File: src/rtl/npu_pkg.sv
// Shared constants and types for the conv datapath front end.
package npu_pkg;

  localparam int K_H   = 3;   // kernel height, rows per emitted column
  localparam int IN1_H = 16;  // image rows per frame
  localparam int IN1_W = 15;  // image columns per row
  localparam int PIX_W = 8;   // pixel width in bits

  typedef enum logic [2:0] {
    S_IDLE,
    S_FILL,
    S_STREAM,
    S_DRAIN,
    S_DONE
  } feeder_state_t;

endpackage

File: src/rtl/line_buf_row.sv
// One image row of pixel storage. The read is combinational so the feeder
// can build a column and shift the row in the same accept cycle.
module line_buf_row #(
  parameter int DEPTH = 15,
  parameter int DW    = 8,
  parameter int AW    = 4
) (
  input  logic          clk,
  input  logic          we,
  input  logic [AW-1:0] widx,
  input  logic [DW-1:0] wdata,
  input  logic [AW-1:0] ridx,
  output logic [DW-1:0] rdata
);

  logic [DW-1:0] mem [DEPTH];

  // Write port: contents are never reset, the fill rows overwrite them.
  always_ff @(posedge clk) begin
    if (we) mem[widx] <= wdata;
  end

  assign rdata = mem[ridx];

endmodule

File: src/rtl/conv_col_feeder.sv
// Raster pixel stream to vertical K_H-pixel columns for the conv engine.
//
//   state    | meaning
//   ---------+------------------------------------------------------------
//   S_IDLE   | waiting for start, no pixels accepted
//   S_FILL   | rows 0..K_H-2 stored into the line buffer, nothing emitted
//   S_STREAM | every accepted pixel loads one column into the output register
//   S_DRAIN  | last pixel taken, waiting for the final column handshake
//   S_DONE   | frame_done pulse for one cycle, back to idle
module conv_col_feeder #(
  parameter int K_H   = npu_pkg::K_H,
  parameter int IMG_H = npu_pkg::IN1_H,
  parameter int IMG_W = npu_pkg::IN1_W,
  parameter int DW    = npu_pkg::PIX_W
) (
  input  logic                       clk,
  input  logic                       rst,
  input  logic                       start,
  input  logic                       in_valid,
  input  logic [DW-1:0]              in_data,
  output logic                       in_ready,
  output logic                       out_valid,
  input  logic                       out_ready,
  output logic [K_H*DW-1:0]          out_col,
  output logic [$clog2(IMG_H)-1:0]   out_row_idx,
  output logic [$clog2(IMG_W)-1:0]   out_col_idx,
  output logic                       out_last_col,
  output logic                       out_last,
  output logic                       busy,
  output logic                       frame_done
);

  import npu_pkg::*;

  localparam int RW  = $clog2(IMG_H);
  localparam int CW  = $clog2(IMG_W);
  localparam int NLB = K_H - 1;

  localparam logic [RW-1:0] R_FILL_LAST = RW'(K_H - 2);
  localparam logic [RW-1:0] R_LAST      = RW'(IMG_H - 1);
  localparam logic [RW-1:0] R_OFS       = RW'(K_H - 1);
  localparam logic [CW-1:0] C_LAST      = CW'(IMG_W - 1);

  feeder_state_t state, state_next;

  logic [RW-1:0]       r_cnt;
  logic [CW-1:0]       c_cnt;
  logic                accept;
  logic                row_end;
  logic                frame_end;
  logic [DW-1:0]       lb_rd [NLB];
  logic [K_H*DW-1:0]   col_next;

  // A new pixel is only taken when the output register is free or draining.
  assign in_ready   = ((state == S_FILL) || (state == S_STREAM)) &&
                      (!out_valid || out_ready);
  assign accept     = in_valid && in_ready;
  assign row_end    = (c_cnt == C_LAST);
  assign frame_end  = row_end && (r_cnt == R_LAST);
  assign busy       = (state == S_FILL) || (state == S_STREAM) || (state == S_DRAIN);
  assign frame_done = (state == S_DONE);

  // Row buffers form a vertical shift chain per column: lb[0] holds the
  // oldest row, the newest pixel enters at the top.
  for (genvar i = 0; i < NLB; i++) begin : g_lb
    logic [DW-1:0] wdata;
    if (i == NLB - 1) begin : g_top
      assign wdata = in_data;
    end else begin : g_mid
      assign wdata = lb_rd[i+1];
    end

    line_buf_row #(
      .DEPTH (IMG_W),
      .DW    (DW),
      .AW    (CW)
    ) u_row (
      .clk   (clk),
      .we    (accept),
      .widx  (c_cnt),
      .wdata (wdata),
      .ridx  (c_cnt),
      .rdata (lb_rd[i])
    );

    assign col_next[i*DW +: DW] = lb_rd[i];
  end

  assign col_next[NLB*DW +: DW] = in_data;

  // State register.
  always_ff @(posedge clk) begin
    if (rst) state <= S_IDLE;
    else     state <= state_next;
  end

  // Next-state logic.
  always_comb begin
    state_next = state;
    case (state)
      S_IDLE:   if (start) state_next = S_FILL;
      S_FILL:   if (accept && row_end && (r_cnt == R_FILL_LAST)) state_next = S_STREAM;
      S_STREAM: if (accept && frame_end) state_next = S_DRAIN;
      S_DRAIN:  if (out_valid && out_ready) state_next = S_DONE;
      S_DONE:   state_next = S_IDLE;
      default:  state_next = S_IDLE;
    endcase
  end

  // Raster position; frozen on the last pixel so it never runs past the frame.
  always_ff @(posedge clk) begin
    if (rst) begin
      r_cnt <= '0;
      c_cnt <= '0;
    end else if ((state == S_IDLE) && start) begin
      r_cnt <= '0;
      c_cnt <= '0;
    end else if (accept && !frame_end) begin
      if (row_end) begin
        c_cnt <= '0;
        r_cnt <= r_cnt + RW'(1);
      end else begin
        c_cnt <= c_cnt + CW'(1);
      end
    end
  end

  // Output register: reload on accept (possibly in the same cycle as a
  // handshake), clear valid only when the column leaves with nothing behind it.
  always_ff @(posedge clk) begin
    if (rst) begin
      out_valid    <= 1'b0;
      out_col      <= '0;
      out_row_idx  <= '0;
      out_col_idx  <= '0;
      out_last_col <= 1'b0;
      out_last     <= 1'b0;
    end else if (accept && (state == S_STREAM)) begin
      out_valid    <= 1'b1;
      out_col      <= col_next;
      out_row_idx  <= r_cnt - R_OFS;
      out_col_idx  <= c_cnt;
      out_last_col <= row_end;
      out_last     <= frame_end;
    end else if (out_valid && out_ready) begin
      out_valid    <= 1'b0;
    end
  end

endmodule

File: config.mk
export PLATFORM = sky130hd
export DESIGN_NAME = conv_col_feeder
export DESIGN_NICKNAME = d
export VERILOG_FILES = /design/src/rtl/npu_pkg.sv /design/src/rtl/line_buf_row.sv /design/src/rtl/conv_col_feeder.sv
export SDC_FILE = /design/constraint.sdc
export NUM_CORES = 1
export LEC_CHECK = 0
export CAP_MARGIN = 20
export CORE_ASPECT_RATIO = 1.4
export CORE_MARGIN = 10
export CORE_UTILIZATION = 44
export CTS_CLUSTER_DIAMETER = 30
export DETAILED_ROUTE_END_ITERATION = 16
export GPL_TIMING_DRIVEN = 0
export HOLD_SLACK_MARGIN = 0.06
export SETUP_SLACK_MARGIN = 0.02
export SYNTH_ARGS = -nofsm -noshare
export SYNTH_HDL_FRONTEND = slang
export SYNTH_HIERARCHICAL = 1
export SYNTH_SLANG_ARGS = --single-unit
export TNS_END_PERCENT = 5
File: constraint.sdc
create_clock -name clk -period 2.6 [get_ports clk]
set_clock_uncertainty 0.2 [all_clocks]
set_input_delay 0.52 -clock clk [delete_from_list [all_inputs] [get_ports clk]]
set_output_delay 0.52 -clock clk [all_outputs]
set_load 0.02 [all_outputs]
## Word-level counts from Yosys, hierarchy flattened

Memory sizes are Yosys's and may differ from the RTL's. A register that Yosys moved wholly into a read port is not among the register bits.
Cells that the tools add are included.

| storage, ports and cells | value |
|---|---|
| flip-flop bits (word level) | 46 |
| bits in writable memories | 240 |
| memories | 2 |

Memory list:

| name | words | width | rd ports | clocked after Yosys merged registers in | wr ports | RTL line | RTL |
|---|---|---|---|---|---|---|---|
| g_lb[0].u_row.mem | 15 | 8 | 1 | 1 | 1 | line_buf_row.sv:16 | `logic [DW-1:0] mem [DEPTH];` |
| g_lb[1].u_row.mem | 15 | 8 | 1 | 1 | 1 | line_buf_row.sv:16 |  |

| operators by class | value |
|---|---|
| $add $sub $neg | 3 |
| equality and inequality tests | 11 |
| muxes and demuxes | 12 |
| reduce and logical (&&, ||, !) cells | 20 |

Operators with widths:

| kind | number |
|---|---|
| $mux 3 | 4 |
| $mux 4 | 3 |
| $pmux 3 s4 | 1 |
| $logic_and 1x1->1 | 10 |
| $add 4x1->4 const B | 2 |
| $eq 4x4->1 const B | 2 |
| $eq 3x2->1 const B | 2 |
| $ne 2x1->1 const B | 3 |
| $eq 4x1->1 const B | 1 |
| $mux 1 | 4 |
| $reduce_and 4->1 | 1 |
| $sub 4x2->4 const B | 1 |
| $eq 3x1->1 const B | 1 |
| $eq 3x3->1 const B | 1 |
| $logic_not 3->1 | 1 |
| $logic_or 1x1->1 | 3 |
| $logic_not 1->1 | 2 |
| $ne 2x2->1 const B | 1 |
| $reduce_and 2->1 | 1 |
| $reduce_bool 2->1 | 1 |
| $reduce_or 2->1 | 1 |

## Depth between registers and ports, before layout

| logic depth | value |
|---|---|
| depth after elaboration | 8 |
| gate-level depth with buffers | 8 |

## Hierarchy

Netlist, hierarchy kept.

Modules (own cells, without submodules):

| module | instances | cells an instance | area an instance (um2) |
|---|---|---|---|
| line_buf_row | 2 | 221 | 4705.8 |
| conv_col_feeder | 1 | 230 | 1970.6 |

## Worst setup path before layout

No wires, ideal clock.

| path | value |
|---|---|
| path kind | input -> register |
| from | input port in_valid |
| to | memory g_lb[0].u_row.mem[0][0] (enable) |
| library setup time | 383 ps |
| arrival | 2123 ps |
| path slack | -106 ps |
| stages on the path | 4 |
| path through | nand2b_1 > nor3_4 > or3b_2 > nor3_1 |

| on the way | value |
|---|---|
| word-level cells in the longest chain between the ends | 3 |

Ends and longest elaborated chain:

| what | RTL line | RTL |
|---|---|---|
| start: declaration | conv_col_feeder.sv:19 | `input logic in_valid,` |
| $logic_and 1x1->1 | conv_col_feeder.sv:57 | `assign accept = in_valid && in_ready;` |
| via accept | conv_col_feeder.sv:48 | `logic accept;` |
| $mux 1 | line_buf_row.sv:20 | `if (we) mem[widx] <= wdata;` |
| $mux 1 (implied by the code) | line_buf_row.sv:20 |  |
| end: declaration | line_buf_row.sv:16 |  |

The timed path passes the listed nets, and every way through them passes these cells.

## Worst setup path in the final report

| path | value |
|---|---|
| from | input port in_valid |
| to | memory g_lb[0].u_row.mem[3][5] (enable) |

The elaborated chain is that of the path after synthesis.

==> results.md <==
* Status: finished clean
* Vias per std cell at 5.600
* Hold path cells at 2
* CP Data Required Time at roughly 2.6 ns
* Synth Instances at 672
* Overall routed net length at 25870 um
* Fin. max-slew vios at 0
* Slew @ Worst Pin at 0.8570 ns
* RSZ-0062 raised after global routing: true
* First-pass GRT wire length at 38990 um
* Drc violations at 0
* CTS Hold Bufs at 0
* Leakage dissipation at 4.537 nW
* Hold_sp: out_last$_SDFFE_PP0P_
* Standard-cell row count at 69
* Vias at 6373
* Synth-to-layout area growth at 22.70%
* Final setup vio count at 0
* Via count of the first global-routing pass at 6777
* Slew headroom at 42.65%
* Fin crit period at around 2.6 ns
* Fill count at 1995
* GP Congestion at 0.8023
* Clock Sinks at between 200 and 300
* Port buffer count at 50
* Total power at 11.50 mW
* Remaining antenna violation count at 0
* CTS Buf Count at 46
* Period utilisation layout at 98.58%
* Critical path arrival at between 2 and 3 ns
* Area of the multi-input gates at 3048 um^2
* FMAX at roughly 390 MHz
* Clk Latency, worst-skew pair at 0.52 ns
* Library cells used by synthesis at 55
* Met2 Use GR at approximately 29%
* Most common cell after layout, fill and taps aside: edfxtp_1
* Seq cells post-synth at roughly 290
* Die area at roughly 33000 um^2
* Length of the first detailed-routing pass in iterations at 5
* CP startpoint kind: input pin
* CP endpoint kind: register
* Post-DP HPWL at 17420 um
* Die Width at around 160 um
* Share of cells above drive strength 1 at 21.37%
* GR peak layer: met2
* Setup CP Type: in2reg
* Max_cap viols at 0
* Met3 track demand over resource at 2.465%
* R2R depth at 6
* WL per Instance at roughly 23 um
* Initial antenna violation count at 0
* Antenna Cells at 0
* CP Launch Point: in_valid
* Initial drt markers at 361
* H-tree depth at 2
* Grt total ovfl at 0
* Core Area at 25470 um^2
* Pwr dens at 823.7 nW/um^2
* Largest net degree at the start of global routing at 30
* EDFF count, synth at 240
* Storage element area at 8138 um^2
* Hold_ws at 0.2504 ns
* Synth async-reset ratio at 0%
* Die height at 210.3 um
* Reg clk slew, reported paths at 0.05 ns
* Reg2reg start: state[0]$_SDFFE_PP0P_
* Starting Density at 44.69%
* Warnings, synthesis at 6
* Bufs on Longest Clock Path at 3
* Commonest non-fill, non-tap cells in the layout: edfxtp_1, nand2_1, clkbuf_16, clkdlybuf4s50_1, dfxtp_1
* Global Route Usage Sum at 15.56%
* Peak VDD IR at around 650 uV
* CTS tree: built
* Placed cell area at 12340 um^2
* Type of the tightest min-delay check: reg2reg
* M1 GR Usage at approximately 17%
* Clock root cell: clkbuf_16
* I/O Pins at 51
* Synth Flop Type: edfxtp_1
* Sequential cell area fraction in the yosys report at 71.41%
* Final hold vios at 0
* Mapped Avg Cell Area at 16.94 um^2
* Final design instance area without fill at 13970 um^2
* Crit Path Max Fanout at 8
* Post-Syn Nets at 689
* Nets at approximately 800
* Netlist Area Pre-Place at 11380 um^2
power breakdown:
part           leakage, nW  switching [mW]  internal [mW]  total, mW
registers             2.53          0.0162           5.07       5.08
clock network        0.706            1.99           3.69       5.68
logic                 1.30           0.432          0.306      0.738
total                 4.54            2.44           9.07       11.5
per-stage QoR:
| step | utilization [%] | setup TNS [ns] | worst slack [ns] | std cells |
|---|---|---|---|---|
| floorplan | - | -1.701 | -0.1063 | 672 |
| global placement | 48.22 | -278.74 | -1.244 | 1041 |
| detailed placement | 48.45 | -272.65 | -1.070 | 1049 |
| CTS | 54.62 | 0 | 0.005081 | 1137 |
| global route | 54.84 | -1.143 | -0.04716 | 1138 |
| finish | 54.84 | 0 | 0.03683 | 1138 |
cell families (layout without fill, tap and decap cells):
group                    after synthesis  in the layout  share of synthesized area (%)
AO/OA/AOI/OAI                        102            102                          6.244
XOR/XNOR                               5              5                         0.5168
adder cells (fa/ha/maj)                4              4                         0.4397
buffers and inverters                 41            188                          2.583
flip-flops                           286            286                          71.41
multiplexers                          65             65                          11.78
AND/OR/NAND/NOR                      169            169                          7.024
sequential cells by signal, summed over array words and instances, names as in the netlist:
signal and cells:
out_row_idx 4, out_last_col 1, out_valid 1, out_last 1
c_cnt 4, out_col_idx 4, r_cnt 4, state 3
out_col 24, g_lb.u_row/mem 240
cell type report:
cell class / count / area share, %
plain buffers: 37 / 2.034
clock buffers: 55 / 8.636
clock inverters: 28 / 1.881
inverters: 4 / 0.1075
multi-input cells: 345 / 21.82
flip-flops and latches: 286 / 58.27
well taps: 319 / 2.858
repair buffers: 64 / 4.390
path summary, 6_finish.rpt:
kind / end / slack (ns)
worst max-delay path: g_lb[0].u_row/mem[3][5]$_DFFE_PP_ / 0.04
worst min-delay path: out_last$_SDFFE_PP0P_ / 0.25
worst min register to register: out_last$_SDFFE_PP0P_ / 0.25
worst max register to register: g_lb[0].u_row/mem[3][5]$_DFFE_PP_ / 0.04
synthesized netlist by cell type (3+ instances only):
cell,instances,share of area (%)
nor3_1,11,0.48
a221o_1,16,1.4
buf_2,10,0.44
mux2i_1,17,1.5
xnor2_1,3,0.23
o21ai_0,11,0.48
mux4_1,24,5.5
nor2_1,31,1.0
clkbuf_2,4,0.18
dfxtp_1,46,8.1
edfxtp_1,240,63
nand2b_1,6,0.33
a31o_2,3,0.23
mux4_2,24,4.7
clkbuf_1,5,0.16
nand4_1,3,0.16
ha_1,4,0.44
a22o_1,16,1.2
nand3_1,6,0.26
nand2_1,84,2.8
o21ai_1,6,0.26
buf_4,4,0.26
a21oi_1,37,1.6
buf_6,10,0.99
nand3b_1,4,0.26
a211oi_1,3,0.20
nor2b_1,6,0.33
inv_1,4,0.13
metal layers:
metal,up-vias,share of wire [%]
li1,2908,-
met1,3233,38
met2,168,55
met3,64,3.8
met4,0,3.7
met5,-,0
worst max-delay path, cell delays in order:
cell and delay (ns):
clkdlybuf4s50_1 0.53, nand2b_1 0.14, nor3_4 0.19, buf_4 0.17, or3b_2 0.52, nor2_2 0.43
timing repair:
action / 4_1_cts / 5_1_grt
resized for setup: 32 / 7
setup endpoints to repair: 369 / 211
pin swaps: 1 / 0
buffers inserted: 5 / 1
(Power assumes the default switching activity.)
